## src/rtl/wbs_leaf_loader_if.sv

```systemverilog
// Wishbone classic slave-side bundle for wbs_leaf_loader.
// Signal names match the original flat port list so the wiring reads the same.
interface wbs_leaf_loader_if;
    logic        wbs_stb_i;
    logic        wbs_cyc_i;
    logic        wbs_we_i;
    logic [3:0]  wbs_sel_i;
    logic [31:0] wbs_dat_i;
    logic [31:0] wbs_adr_i;
    logic        wbs_ack_o;
    logic [31:0] wbs_dat_o;

    modport slave (
        input  wbs_stb_i, wbs_cyc_i, wbs_we_i, wbs_sel_i, wbs_dat_i, wbs_adr_i,
        output wbs_ack_o, wbs_dat_o
    );

    modport master (
        output wbs_stb_i, wbs_cyc_i, wbs_we_i, wbs_sel_i, wbs_dat_i, wbs_adr_i,
        input  wbs_ack_o, wbs_dat_o
    );
endinterface

```

## src/rtl/wbs_leaf_loader.sv

```systemverilog
// wbs_leaf_loader: Wishbone slave giving word access to the leaf SRAM banks.
// Two 32-bit writes are packed into a 64-bit shadow; the high-half write
// commits the shadow to the decoded bank/word. Reads fetch a 64-bit leaf word
// and return the addressed half.
// Optional feature macro: WBS_LEAF_READBACK_EN (SRAM readback path; when
// undefined reads acknowledge immediately with zero data).
module wbs_leaf_loader #(
    parameter int          LEAF_SIZE  = 8,
    parameter int          NUM_LEAVES = 64,
    parameter int          LEAF_ADDRW = $clog2(NUM_LEAVES),
    parameter logic [31:0] ADDR_BASE  = 32'h3000_1000
) (
    input  logic                          wb_clk_i,
    input  logic                          wb_rst_i,
    wbs_leaf_loader_if.slave              wbs,
    input  logic                          wbs_debug,
    output logic [LEAF_SIZE-1:0]          wbs_leaf_mem_csb0,
    output logic [LEAF_SIZE-1:0]          wbs_leaf_mem_web0,
    output logic [LEAF_ADDRW-1:0]         wbs_leaf_mem_addr0,
    output logic [63:0]                   wbs_leaf_mem_wleaf0,
    input  logic [LEAF_SIZE-1:0][63:0]    wbs_leaf_mem_rleaf0
);

    localparam int BANKW = $clog2(LEAF_SIZE);
    localparam int WINW  = $clog2(NUM_LEAVES * LEAF_SIZE * 8);

    typedef enum logic [2:0] {
        S_IDLE,
        S_ACK,
        S_WR
`ifdef WBS_LEAF_READBACK_EN
        ,
        S_RD,
        S_RCAP
`endif
    } state_t;

    state_t r_state;
    state_t w_next;

    logic [63:0]           r_shadow;
    logic [BANKW-1:0]      r_bank;
    logic [LEAF_ADDRW-1:0] r_addr;
    logic                  r_half;
    logic [31:0]           r_dat;

    logic                  w_ack;
    logic                  w_in_win;
    logic                  w_hit;
    logic [WINW-1:0]       w_off;
    logic                  w_half;
    logic [BANKW-1:0]      w_bank;
    logic [LEAF_ADDRW-1:0] w_waddr;
    logic                  w_unused;

    // Window decode: the window is size-aligned, so the offset is just the low bits.
    assign w_off    = wbs.wbs_adr_i[WINW-1:0];
    assign w_in_win = (wbs.wbs_adr_i[31:WINW] == ADDR_BASE[31:WINW]);
    assign w_hit    = wbs.wbs_stb_i & wbs.wbs_cyc_i & ~w_ack & w_in_win;
    assign w_half   = w_off[2];
    assign w_bank   = w_off[3 +: BANKW];
    assign w_waddr  = w_off[3 + BANKW +: LEAF_ADDRW];

`ifdef WBS_LEAF_READBACK_EN
    assign w_unused = ^wbs.wbs_adr_i[1:0];
`else
    assign w_unused = ^{wbs.wbs_adr_i[1:0], wbs_leaf_mem_rleaf0, r_half};
`endif

    // State register.
    always_ff @(posedge wb_clk_i) begin
        if (wb_rst_i) r_state <= S_IDLE;
        else          r_state <= w_next;
    end

    // Next-state decode; wbs_debug only matters at acceptance in IDLE.
    always_comb begin
        w_next = r_state;
        case (r_state)
            S_IDLE: begin
                if (w_hit) begin
                    if (!wbs_debug)         w_next = S_ACK;
                    else if (wbs.wbs_we_i)  w_next = w_half ? S_WR : S_ACK;
`ifdef WBS_LEAF_READBACK_EN
                    else                    w_next = S_RD;
`else
                    else                    w_next = S_ACK;
`endif
                end
            end
            S_WR:   w_next = S_ACK;
`ifdef WBS_LEAF_READBACK_EN
            S_RD:   w_next = S_RCAP;
            S_RCAP: w_next = S_ACK;
`endif
            S_ACK:  w_next = S_IDLE;
            default: w_next = S_IDLE;
        endcase
    end

    // Shadow merge, address latch and read-data capture.
    always_ff @(posedge wb_clk_i) begin
        if (wb_rst_i) begin
            r_shadow <= '0;
            r_bank   <= '0;
            r_addr   <= '0;
            r_half   <= 1'b0;
            r_dat    <= '0;
        end else if (r_state == S_IDLE && w_hit) begin
            if (wbs_debug) begin
                r_bank <= w_bank;
                r_addr <= w_waddr;
                r_half <= w_half;
                if (wbs.wbs_we_i) begin
                    for (int unsigned i = 0; i < 4; i++) begin
                        if (wbs.wbs_sel_i[i]) begin
                            if (w_half) r_shadow[32 + 8*i +: 8] <= wbs.wbs_dat_i[8*i +: 8];
                            else        r_shadow[8*i +: 8]      <= wbs.wbs_dat_i[8*i +: 8];
                        end
                    end
                end
`ifndef WBS_LEAF_READBACK_EN
                else begin
                    r_dat <= '0;
                end
`endif
            end else if (!wbs.wbs_we_i) begin
                r_dat <= '0;
            end
        end
`ifdef WBS_LEAF_READBACK_EN
        else if (r_state == S_RCAP) begin
            r_dat <= r_half ? wbs_leaf_mem_rleaf0[r_bank][63:32]
                            : wbs_leaf_mem_rleaf0[r_bank][31:0];
        end
`endif
    end

    // Output decode: one-hot active-low strobe only in WR/RD, ack only in ACK.
    always_comb begin
        w_ack             = (r_state == S_ACK);
        wbs_leaf_mem_csb0 = '1;
        wbs_leaf_mem_web0 = '1;
        case (r_state)
            S_WR: begin
                wbs_leaf_mem_csb0[r_bank] = 1'b0;
                wbs_leaf_mem_web0[r_bank] = 1'b0;
            end
`ifdef WBS_LEAF_READBACK_EN
            S_RD: wbs_leaf_mem_csb0[r_bank] = 1'b0;
`endif
            default: ;
        endcase
    end

    assign wbs.wbs_ack_o           = w_ack;
    assign wbs.wbs_dat_o           = r_dat;
    assign wbs_leaf_mem_addr0      = r_addr;
    assign wbs_leaf_mem_wleaf0     = r_shadow;

endmodule

```

## src/flat_wrapper.sv

```systemverilog
// flat-port wrapper written by rule: the top's interface ports become plain ports
module wbs_leaf_loader_flat 
#(
    parameter int          LEAF_SIZE  = 8,
    parameter int          NUM_LEAVES = 64,
    parameter int          LEAF_ADDRW = $clog2(NUM_LEAVES),
    parameter logic [31:0] ADDR_BASE  = 32'h3000_1000
)
  (wb_clk_i, wb_rst_i, wbs_debug, wbs_leaf_mem_csb0, wbs_leaf_mem_web0, wbs_leaf_mem_addr0, wbs_leaf_mem_wleaf0, wbs_leaf_mem_rleaf0, wbs_wbs_stb_i, wbs_wbs_cyc_i, wbs_wbs_we_i, wbs_wbs_sel_i, wbs_wbs_dat_i, wbs_wbs_adr_i, wbs_wbs_ack_o, wbs_wbs_dat_o);
  wbs_leaf_loader_if wbs_i ();
  input  logic wb_clk_i;
  input  logic wb_rst_i;
  input  logic wbs_debug;
  output logic [LEAF_SIZE-1:0] wbs_leaf_mem_csb0;
  output logic [LEAF_SIZE-1:0] wbs_leaf_mem_web0;
  output logic [LEAF_ADDRW-1:0] wbs_leaf_mem_addr0;
  output logic [63:0] wbs_leaf_mem_wleaf0;
  input  logic [LEAF_SIZE-1:0][63:0] wbs_leaf_mem_rleaf0;
  input wire logic [$bits(wbs_i.wbs_stb_i)-1:0] wbs_wbs_stb_i;
  input wire logic [$bits(wbs_i.wbs_cyc_i)-1:0] wbs_wbs_cyc_i;
  input wire logic [$bits(wbs_i.wbs_we_i)-1:0] wbs_wbs_we_i;
  input wire logic [$bits(wbs_i.wbs_sel_i)-1:0] wbs_wbs_sel_i;
  input wire logic [$bits(wbs_i.wbs_dat_i)-1:0] wbs_wbs_dat_i;
  input wire logic [$bits(wbs_i.wbs_adr_i)-1:0] wbs_wbs_adr_i;
  output wire logic [$bits(wbs_i.wbs_ack_o)-1:0] wbs_wbs_ack_o;
  output wire logic [$bits(wbs_i.wbs_dat_o)-1:0] wbs_wbs_dat_o;
  assign wbs_i.wbs_stb_i = wbs_wbs_stb_i;
  assign wbs_i.wbs_cyc_i = wbs_wbs_cyc_i;
  assign wbs_i.wbs_we_i = wbs_wbs_we_i;
  assign wbs_i.wbs_sel_i = wbs_wbs_sel_i;
  assign wbs_i.wbs_dat_i = wbs_wbs_dat_i;
  assign wbs_i.wbs_adr_i = wbs_wbs_adr_i;
  assign wbs_wbs_ack_o = wbs_i.wbs_ack_o;
  assign wbs_wbs_dat_o = wbs_i.wbs_dat_o;
  wbs_leaf_loader #(.LEAF_SIZE(LEAF_SIZE), .NUM_LEAVES(NUM_LEAVES), .LEAF_ADDRW(LEAF_ADDRW), .ADDR_BASE(ADDR_BASE)) u_core (.wb_clk_i(wb_clk_i), .wb_rst_i(wb_rst_i), .wbs(wbs_i), .wbs_debug(wbs_debug), .wbs_leaf_mem_csb0(wbs_leaf_mem_csb0), .wbs_leaf_mem_web0(wbs_leaf_mem_web0), .wbs_leaf_mem_addr0(wbs_leaf_mem_addr0), .wbs_leaf_mem_wleaf0(wbs_leaf_mem_wleaf0), .wbs_leaf_mem_rleaf0(wbs_leaf_mem_rleaf0));
endmodule
```

## config.mk

```make
export PLATFORM = sky130hd
export DESIGN_NAME = wbs_leaf_loader_flat
export DESIGN_NICKNAME = d
export VERILOG_FILES = /design/src/rtl/wbs_leaf_loader_if.sv /design/src/rtl/wbs_leaf_loader.sv /design/src/flat_wrapper.sv
export SDC_FILE = /design/constraint.sdc
export NUM_CORES = 1
export LEC_CHECK = 0
export CORE_AREA = 5 5 272 274
export CTS_CLUSTER_SIZE = 20
export DETAILED_ROUTE_END_ITERATION = 12
export DIE_AREA = 0 0 277 279
export PLACE_DENSITY = 0.31
export SLEW_MARGIN = 20
export SYNTH_ARGS = -nofsm -noshare
export SYNTH_HDL_FRONTEND = slang
export SYNTH_SLANG_ARGS = --single-unit
```

## constraint.sdc

```tcl
create_clock -name wb_clk_i -period 1.4 [get_ports wb_clk_i]
set_clock_uncertainty 0.1 [all_clocks]
set_input_delay 0.14 -clock wb_clk_i [delete_from_list [all_inputs] [get_ports wb_clk_i]]
set_output_delay 0.14 -clock wb_clk_i [all_outputs]
set_load 0.1 [all_outputs]
```

# After elaboration in Yosys (flattened, before gate mapping)
# Cells that the tools add are included.
[word_totals]
ff_bits = 76
latchBits = 0
mem_bits_rw = 0
rom_bits = 0
in_bits = 586
output_inout_bits = 119
elab_cells = 43
mem_count = 0
[op_classes]
n_addsub = 0
n_mul = 0
div_mod_pow = 0
magnitude_cmp = 2
eq_ne = 4
shift = 0
mux = 8
bitwise_logic = 6
reduce_logical = 12
[ops]
columns = ["op", "count"]
rows = [
  ["AND reduction 5 bit", 8],
  ["equality test 20 x 18 -> 1 bit (second input constant)", 1],
  ["2-to-1 mux 3 bit", 3],
  ["2-to-1 mux 8 bit", 1],
  ["NOT 8 bit", 1],
  ["one-hot mux 3 bit (2 select lines)", 1],
  ["less-than comparator 3 x 4 -> 1 bit (second input constant)", 1],
  ["bitwise AND 1 bit", 3],
  ["demux 1 bit (select 3 bit)", 1],
  ["equality test 3 x 1 -> 1 bit (second input constant)", 1],
  ["equality test 3 x 2 -> 1 bit (second input constant)", 1],
  ["greater-or-equal comparator 3 x 1 -> 1 bit (second input constant)", 1],
  ["logical NOT 3 bit", 1],
  ["logical AND 1 bit", 2],
  ["2-to-1 mux 2 bit", 1],
  ["inequality test 2 x 1 -> 1 bit (second input constant)", 1],
  ["NOT 1 bit", 2],
  ["AND reduction 2 bit", 1],
  ["2-to-1 mux 1 bit", 1],
]

# Depth between registers and ports, before layout
[logic_depth]
ltp_word = 6
depth_mapped = 6
depth_no_buf = 4

# Least setup slack after synthesis
# Ideal clock, no wire load.
[synth_timing]
kind = "reg-to-output"
startpoint = "register u_core.r_state[1]"
endpoint = "output wbs_leaf_mem_web0[5]"
arrival_time_ns = 2.112
required_time_ns = 1.160
slack_ns = -0.952
stages_incl_launch_ff = 4
cell_sequence = "dfxtp_1 nor3b_1 nand3_1 buf_4"
[synth_between]
elab_chain_len = 2
[synth_lines]
columns = ["item", "line", "text"]
rows = [
  ["start, declared", "wbs_leaf_loader.sv:38", "state_t r_state;"],
  ["start signal, assigned", "wbs_leaf_loader.sv:73", "else r_state <= w_next;"],
  ["equality test 3 x 2 -> 1 bit", "--", ""],
  ["2-to-1 mux 8 bit", "--", ""],
  ["end, declared", "flat_wrapper.sv:15", "output logic [LEAF_SIZE-1:0] wbs_leaf_mem_web0;"],
]
# No other way between the ends.

# Final worst setup path
[layout_timing]
startpoint = "register u_core.r_state[0]"
endpoint = "output wbs_leaf_mem_web0[3]"
[layout_between]
elab_chain_len = 2
[layout_lines]
columns = ["item", "line", "text"]
rows = [
  ["equality test 3 x 2 -> 1 bit", "wbs_leaf_loader.sv:144", "case (r_state)"],
  ["2-to-1 mux 8 bit", "wbs_leaf_loader.sv:144", ""],
]
# No other way between the ends.

==> results.cfg <==
[setup_path]
arrival_ns = 1.62
start_kind = register
crit_required_ns = 1.16
reg2reg_to = u_core.wbs_leaf_mem_wleaf0[46]
path_max_fanout = 4
path_cells = buf_12 -> and3b_4 -> buf_12 -> nand2_8 -> buf_12
crit_path_end = wbs_leaf_mem_web0[3]
r2r_start = u_core.r_state[0]
r2r_setup_slack_ns = -0.43
r2r_cells = 8
slowest_stage = and3b_4
crit_type = register to primary output
crit_top_cell = buf_12
crit_buf_inv = 3
slowest_delay_ns = 0.39
cp_top_family = simple AND/OR/NAND/NOR gates
crit_cells = 5
worst_setup_path_end_kind = primary output
crit_start = u_core.r_state[0]

[floorplan]
die_area_um2 = 77280
die_w_um = 277
start_util_pct = 5.428
fp.dieH_um = 279
std_cell_rows = 98
coreArea_um2 = 71120
io_pins = 705

[cts]
cts.path.max_buffers = 2
cts_sinks = 75
path_clk_slew_ns = 0.07
cts_made_buffers = 9
cts_max_level = 3
cts_tree = built
ctsHoldBuffers = 0
clockRootBuffer = clkbuf_16
insertion_delay_ns = 0.36

[global_route]
global_route.usage.total_pct = 6.781
grt_max_degree = 33
grt_pass1_wl_mm = 37.64
antenna_found_initial = 8
grt_remaining_overflow = 0
grt_pass1_vias = 4726

[worst_hold_path]
min_path_cells = 2
hold_path.class = input pin to register

[synthesis]
syn_area_per_cell_um2 = 8.853
synth.yosys.seq_area_share_pct = 38.90
synthDistinctLibCells = 29
synth-warning-count = 0
synth_cells = 436
netlist_area_um2 = 3860
synth-seq-cells = 75

[placement]
dp.cells = 1544
dp_hpwl_mm = 19.44
gp_congestion = 0.7287
io_buffers = 158

[power]
leakagePower_nw = 3.083
peakVddDrop_mv = 0.4278
p_per_area_nw_per_um2 = 613.4

[timing]
slew_viol_final = 0
setup_ws_ns = -0.4650
fmax_ghz = 0.5362
min_period_over_period_pct = 133.2
rsz0062_at_grt = yes
finalHoldViolations = 0
layout_min_cycle_time_ns = 1.865
finalSetupViolations = 92
fin_hold_ws_ns = 0.1197

[drt]
ant_nets = 0
drc = 0
vias_per_cell = 2.764
num_vias = 4455
wl_per_cell_um = 16.84
drt_iter0_drc = 222
drt-pass1-iter-count = 5
wirelength_mm = 27.15

[layout]
final_util_pct = 13.89
syn_to_final_growth_pct = 155.9
fin_cells = 1612
layout-drive-gt1-share_pct = 53.26
final_cell_mix = 116 x buf_12, 75 x nand4_1, 61 x a21oi_1
layout_commonest_cell = buf_12
fin_nets = 1240

[job]
drv_cap = 0

[status]
status = finished, violations left
violations = negative setup slack
[worst reg2reg max path, delay by kind of cell, from the launching register on]
family                 cells  cell delay, ns
AOI/OAI and AO/OA          2            0.38
buffers and inverters      4            0.52
DFF                        1            0.35
and+or+nand+nor            2            0.36
[Yosys cell counts (all sizes together)]
library cell	instances	area, um^2
nor3b	2	20.02
nand3	12	60.06
and3	10	62.56
and3b	2	17.52
a21oi	73	365.4
o31ai	64	480.5
conb	1	3.750
nand2b	1	6.260
and4bb	2	25.02
nor3	2	10.01
nand4	75	469.2
a31oi	1	6.260
nor2	3	13.77
nor4	2	33.78
o21ai	9	45.04
nand3b	1	7.510
dfxtp	75	1501
buf	73	605.6
nor2b	2	12.51
and4	1	8.760
inv	1	3.750
nor4b	1	15.01
nand2	6	22.52
clkbuf	17	63.81
[report_power, final]
group	internal [mW]	total [mW]	switching [mW]	leakage, nW
registers	2.13	2.13	0.000000136	0.614
clock network	1.94	3.04	1.09	0.178
logic	0.273	0.892	0.619	2.29
[logic make-up after synthesis]
group / count (synthesis) / share of synthesized area, %
buffers and inverters: 91 / 17.44
AND/OR/NAND/NOR: 122 / 20.32
flip-flops: 75 / 38.90
AO/OA/AOI/OAI: 147 / 23.24
other: 1 / 0.09715
[metal layers]
metal / vias up / GRT usage [%] / part of all wire (%)
li1: 2071 / - / -
met1: 2176 / 7.530 / 38
met2: 161 / 11.54 / 50
met3: 39 / 3.294 / 9.2
met4: 8 / 2.039 / 2.3
met5: - / 0 / 0.18
[per-stage QoR]
step           area (um^2)  setup slack [ns]  TNS (ns)  power (mW)
6_report              9876           -0.4650    -31.13       6.058
5_1_grt               9873           -0.5250    -37.91       6.289
4_1_cts               9544           -0.5415    -27.19       6.176
3_5_place_dp          7850           -0.7436    -51.86       2.998
3_3_place_gp          7850           -0.7134    -49.42       2.999
2_1_floorplan         4195           -0.2764    -4.019       2.716
[state kept, by name, summed over array words and instances (netlist names)]
signal / count
u_core.r_bank: 3
u_core.r_state: 2
u_core.wbs_leaf_mem_addr0: 6
u_core.wbs_leaf_mem_wleaf0: 64
[layout make-up]
class | instances | area (um^2)
fillers | 8046 | 61240
flip-flops and latches | 75 | 1528
repair buffers | 266 | 4009
clock buffers | 9 | 225.2
clock inverters | 7 | 147.6
inverters | 1 | 6.256
diodes | 3 | 7.507
multi-input cells | 301 | 2764
well taps | 950 | 1189
[what timing repair did]
item	in CTS	in global routing
setup buffers	29	12
endpoints found under the setup margin	92	92
resized for setup	150	75
cloned	16	3
pin swaps	71	58
[how the worst min path moves through the flow]
stage | from | endpoint | slack (ns)
after detailed placement | u_core.wbs_leaf_mem_wleaf0[4] | u_core.wbs_leaf_mem_wleaf0[4] | 0.38
after global placement | u_core.wbs_leaf_mem_wleaf0[1] | u_core.wbs_leaf_mem_wleaf0[1] | 0.37
final | wb_rst_i | u_core.r_bank[0] | 0.12
after floorplan | wbs_wbs_adr_i[5] | u_core.r_bank[2] | 0.19
after CTS | wb_rst_i | u_core.r_bank[2] | 0.12
after global routing | wb_rst_i | u_core.r_bank[0] | 0.13
(Power assumes the default switching activity.)
==> variant 1, RTL diff (same flow settings) <==
`NUM_LEAVES` is set to 64 in 2 places; all go to 128.
--- a/src/rtl/wbs_leaf_loader.sv
+++ b/src/rtl/wbs_leaf_loader.sv
@@ -6,7 +6,7 @@
 // undefined reads acknowledge immediately with zero data).
 module wbs_leaf_loader #(
     parameter int          LEAF_SIZE  = 8,
-    parameter int          NUM_LEAVES = 64,
+    parameter int          NUM_LEAVES = 128,
     parameter int          LEAF_ADDRW = $clog2(NUM_LEAVES),
     parameter logic [31:0] ADDR_BASE  = 32'h3000_1000
 ) (
--- a/src/flat_wrapper.sv
+++ b/src/flat_wrapper.sv
@@ -2,7 +2,7 @@
 module wbs_leaf_loader_flat 
 #(
     parameter int          LEAF_SIZE  = 8,
-    parameter int          NUM_LEAVES = 64,
+    parameter int          NUM_LEAVES = 128,
     parameter int          LEAF_ADDRW = $clog2(NUM_LEAVES),
     parameter logic [31:0] ADDR_BASE  = 32'h3000_1000
 )
Interface: changed (resized wbs_leaf_mem_addr0); port bits go from 705 to 706. No check against the original RTL was run, so the function may have changed too.
==> variant 1 against the original RTL <==
The run still ends with setup timing left. Total power down 8.5%. Synthesized area down 0.62%. Sequential cell count up 1. Largest power group unchanged. Cell count down 1.3%. Via count up 4.2%. Critical path depth up 3. Critical path type is now reg2reg. Register-to-register slack better by 0.03 ns. Count of clock-buffer cells in the layout up 1. Non-clock buffer count down 27. Design area down 0.10%. Setup slack better by 0.067 ns. Routed wire length up 9.7%.
==> variant 1: results (changes against the original RTL) <==
[critical_path]
reg2reg_slack_ns = -0.40  ; +0.03 ns
critPathSlowestCell = dfxtp_2
arrival_ns = 1.96  ; +0.34 ns
crit_type = reg2reg
critical_path.endpoint = u_core.wbs_leaf_mem_wleaf0[33]
cp_top_family = buffers and inverters
critPathMaxFanout = 8  ; +4
cp_slowest_stage_delay_ns = 0.33  ; -0.06 ns

[logic_synthesis]
synth_cell_types = 27  ; -6.9%
synth_fa_ha_area_frac = 0  ; unchanged
synth_common_cells = dfxtp_1, nand4_1, a21oi_1
syn_inst = 441  ; +1.1%
synthTopCellsByArea = dfxtp_1, o31ai_1, nand4_1
ys_seq_area_frac = 0.397  ; +0.00763

[pwr]
ir_drop_mv = 0.458  ; +7.1%
switching_share = 0.311  ; +0.0280
p_leak_uw = 0.00301  ; -2.2%
p_per_area_nw_per_um2 = 562  ; -8.4%
clock_power_uw = 2460  ; -19%
comb_cell_power_uw = 929  ; +4.1%

[global_route]
antenna_found_initial = 14  ; +6
met1_usage = 0.0941  ; +0.0188
grt_util_all_layers = 0.0750  ; +0.00721
grt_util_met2 = 0.120  ; +0.00450
use_met3 = 0.0279  ; -0.00502
grt_start_max_net_pins = 38  ; +15%
grt_first_pass_wirelength_mm = 40.7  ; +8.2%
first_global_vias = 4833  ; +2.3%

[routing]
firstDrtPassIters = 4  ; -1
route.met3.wl_mm = 2.15  ; -14%
totalWireLength_mm = 29.8  ; +9.7%
wl_met2_mm = 14.2  ; +4.9%
wl_per_cell_um = 18.7  ; +11%
drtIter0Drc = 209  ; -5.9%
met1_length_mm = 12.7  ; +21%
avgViaCountPerCell = 2.92  ; +5.6%

[cells_and_area]
finish.net_count = 1217  ; -1.9%
drive_gt1_frac = 0.519  ; -0.0138

[place]
gp_congestion = 0.703  ; -3.6%
dp_cells = 1527  ; -1.1%
pre_cts_slack_ns = -0.675  ; +0.0688 ns
io_buffers = 159  ; +0.63%
dpl.hpwl_mm = 18.3  ; -5.7%
placed_area_um2 = 7590  ; -3.3%

[timing]
setup_viol = 93  ; +1.1%
setup_ws_ns = -0.398  ; +0.0670 ns
tns_ns = -29.06  ; +2.07 ns
hold_ws_ns = 0.106  ; -0.0137 ns

[clock_tree]
cts_root_buf = clkbuf_16

[outcome]
status = finished, violations left
violations = setup timing

[worst_hold_path]
hold_class = in2reg
hold-path-endpoint = u_core.wbs_leaf_mem_wleaf0[26]

-- variant 1: cell count changes in the layout (fill, tap and decap cells not counted), sizes merged, moves of 2 or more --
cell / before / now
bufinv: 4 / 1
bufbuf: 0 / 2
buf: 194 / 167
and4bb: 2 / 0
clkdlybuf4s15: 2 / 0
clkinv: 0 / 4
diode: 3 / 5
inv: 3 / 1
dlygate4sd2: 7 / 10
-- variant 1: what timing repair did --
item	in CTS	in global routing
gates cloned	22	0
buffers inserted	22	8
pin swaps	73	95
resized for setup	187	60
endpoints found under the setup margin	93	93
-- variant 1: layout make-up --
type | count | area [µm²]
antenna | 5 | 12.5
clock buffer | 10 | 229
clock inverter | 6 | 65.1
fill | 8057 | 61300
inverter | 1 | 6.26
multi-input combinational | 304 | 2990
sequential | 76 | 1550
tap | 950 | 1190
timing repair buffer | 239 | 3820
==> variant 2, RTL diff (config.mk and constraints unchanged) <==
Without the edit above. Reset style: asynchronous (`wb_rst_i`), changed in 2 clocked blocks.
--- a/src/rtl/wbs_leaf_loader.sv
+++ b/src/rtl/wbs_leaf_loader.sv
@@ -68,7 +68,7 @@
 `endif
 
     // State register.
-    always_ff @(posedge wb_clk_i) begin
+    always_ff @(posedge wb_clk_i or posedge wb_rst_i) begin
         if (wb_rst_i) r_state <= S_IDLE;
         else          r_state <= w_next;
     end
@@ -99,7 +99,7 @@
     end
 
     // Shadow merge, address latch and read-data capture.
-    always_ff @(posedge wb_clk_i) begin
+    always_ff @(posedge wb_clk_i or posedge wb_rst_i) begin
         if (wb_rst_i) begin
             r_shadow <= '0;
             r_bank   <= '0;
Formal check against the unedited RTL: differs if wb_rst_i is asserted again (counterexample within 4 cycles, from zero or initial values and one cycle with wb_rst_i high); with wb_rst_i held inactive, the same outputs for 4 cycles.
==> variant 2 against the original RTL <==
The run still ends with setup timing left. Setup slack worse by 0.32 ns. Synthesized area is 12% lower. Die area stayed put. Routed wire length is 39% lower. Critical path type is now reg2reg. Fmax is 15% lower. Sequential cell count stayed put. Sequential power is 2% higher. Total power is 3.8% lower. Design area is 17% lower.
==> variant 2: results (changes against the original RTL) <==
[timing]
setup_viol = 92  ; unchanged
hold_ws_ns = 0.0437  ; -0.0761 ns
tns_ns = -58.54  ; -27.41 ns
setup_ws_ns = -0.785  ; -0.320 ns

[global_route]
first_global_vias = 3237  ; -32%
antenna_found_initial = 3  ; -5
grt_util_all_layers = 0.0429  ; -0.0250
grt_start_max_net_pins = 23  ; -30%
grt_first_pass_wirelength_mm = 23.7  ; -37%

[place]
gp_congestion = 0.631  ; -13%
io_buffers = 158  ; unchanged
pre_cts_slack_ns = -1.49  ; -0.745 ns
dp_cells = 1381  ; -11%
dpl.hpwl_mm = 13.9  ; -29%
placed_area_um2 = 7370  ; -6.1%

[logic_synthesis]
ys_seq_area_frac = 0.551  ; +0.162
synth-async-reset-ratio = 1.00  ; +1.00
syn_inst = 236  ; -46%
synth_cell_types = 24  ; -17%
synth_common_cells = dfrtp_1, mux2_2, buf_4
ys.flop_type = dfrtp_1
synthTopCellsByArea = dfrtp_1, mux2_2, buf_4

[clock_tree]
clk_latency_ns = 0.35
cts_resized = 99  ; -34%
htreeDepth = 3  ; unchanged
cts.clk_slew.worst_paths_ns = 0.06
cts_root_buf = clkbuf_16
clk_path_buf_depth = 2  ; unchanged
postCtsSetupRepairBufs = 10  ; -66%
cts_buffers = 9  ; unchanged

[outcome]
violations = setup timing
status = finished, violations left

[critical_path]
r2r_end = u_core.wbs_leaf_mem_wleaf0[29]
critPathSlowestCell = or4_4
cp_slowest_stage_delay_ns = 0.51  ; +0.12 ns
r2r_start = u_core.r_state[0]
reg2regPathDepth = 6  ; -2
arrival_ns = 2.33  ; +0.71 ns

[routing]
wl_per_cell_um = 11.8  ; -30%
vias = 2640  ; -41%
firstDrtPassIters = 3  ; -2
totalWireLength_mm = 16.6  ; -39%
drtIter0Drc = 55  ; -75%

[pwr]
ir_drop_mv = 0.573  ; +34%
p_comb_frac = 0.125  ; -0.022
p_leak_uw = 0.00332  ; +7.6%
switching_share = 0.261  ; -0.0217
p_int_uw = 4310  ; -0.86%
clock_power_uw = 2930  ; -4%

[worst_hold_path]
hold_class = in2async

[cells_and_area]
largest_reg_flops = 64  ; unchanged
drive_gt1_frac = 0.574  ; +0.0410
nFillCells = 8117  ; +0.88%
finish.net_count = 1037  ; -16%

-- variant 2: worst max path at each step --
stage	startpoint	to	slack, ns
global placement	wbs_wbs_adr_i[16]	u_core.wbs_leaf_mem_wleaf0[61]	-1.46
detailed placement	wbs_wbs_adr_i[16]	u_core.wbs_leaf_mem_wleaf0[59]	-1.49
floorplan	wbs_wbs_adr_i[16]	u_core.wbs_leaf_mem_wleaf0[16]	-0.96
CTS	u_core.r_state[0]	u_core.wbs_leaf_mem_wleaf0[1]	-0.81
finish	u_core.r_state[0]	u_core.wbs_leaf_mem_wleaf0[29]	-0.79
global route	u_core.r_state[0]	u_core.wbs_leaf_mem_wleaf0[26]	-0.85
-- variant 2: layer usage --
layer | vias up | global-route usage | part of all wire | wire [µm]
met2 | 113 | 0.0702 | 0.48 | 8010
met1 | 1303 | 0.0450 | 0.38 | 6310
met3 | 15 | 0.0288 | 0.13 | 2090
met4 | 4 | 0.0126 | 0.013 | 223
li1 | 1205 | - | - | -
met5 | - | 0 | 0.00084 | 14
-- variant 2: cell families (layout without fill, tap and decap cells) --
group	count (synthesis)	in the layout	share of synthesized area
mux	73	73	0.241
flops	75	75	0.551
compound gates	1	1	0.00147
simple gates	40	40	0.110
buf+inv	46	234	0.0958
other cells	1	34	0.00110
-- variant 2: worst max-delay path, delay by kind of cell, from the launching register on --
| family | cells | cell delay (ns) |
|---|---|---|
| and+or+nand+nor | 3 | 0.91 |
| DFF | 1 | 0.38 |
| muxes | 1 | 0.29 |
| buffers and inverters | 2 | 0.38 |
-- variant 2: cell type report --
class,count,area [µm²],share of cell area
diodes,2,5.00,0.000613
clock inverters,6,138,0.0169
clock buffers,9,225,0.0276
well taps,950,1190,0.146
repair buffers,216,3050,0.373
inverters,3,15.0,0.00184
flip-flops and latches,75,1880,0.230
multi-input cells,146,1670,0.205
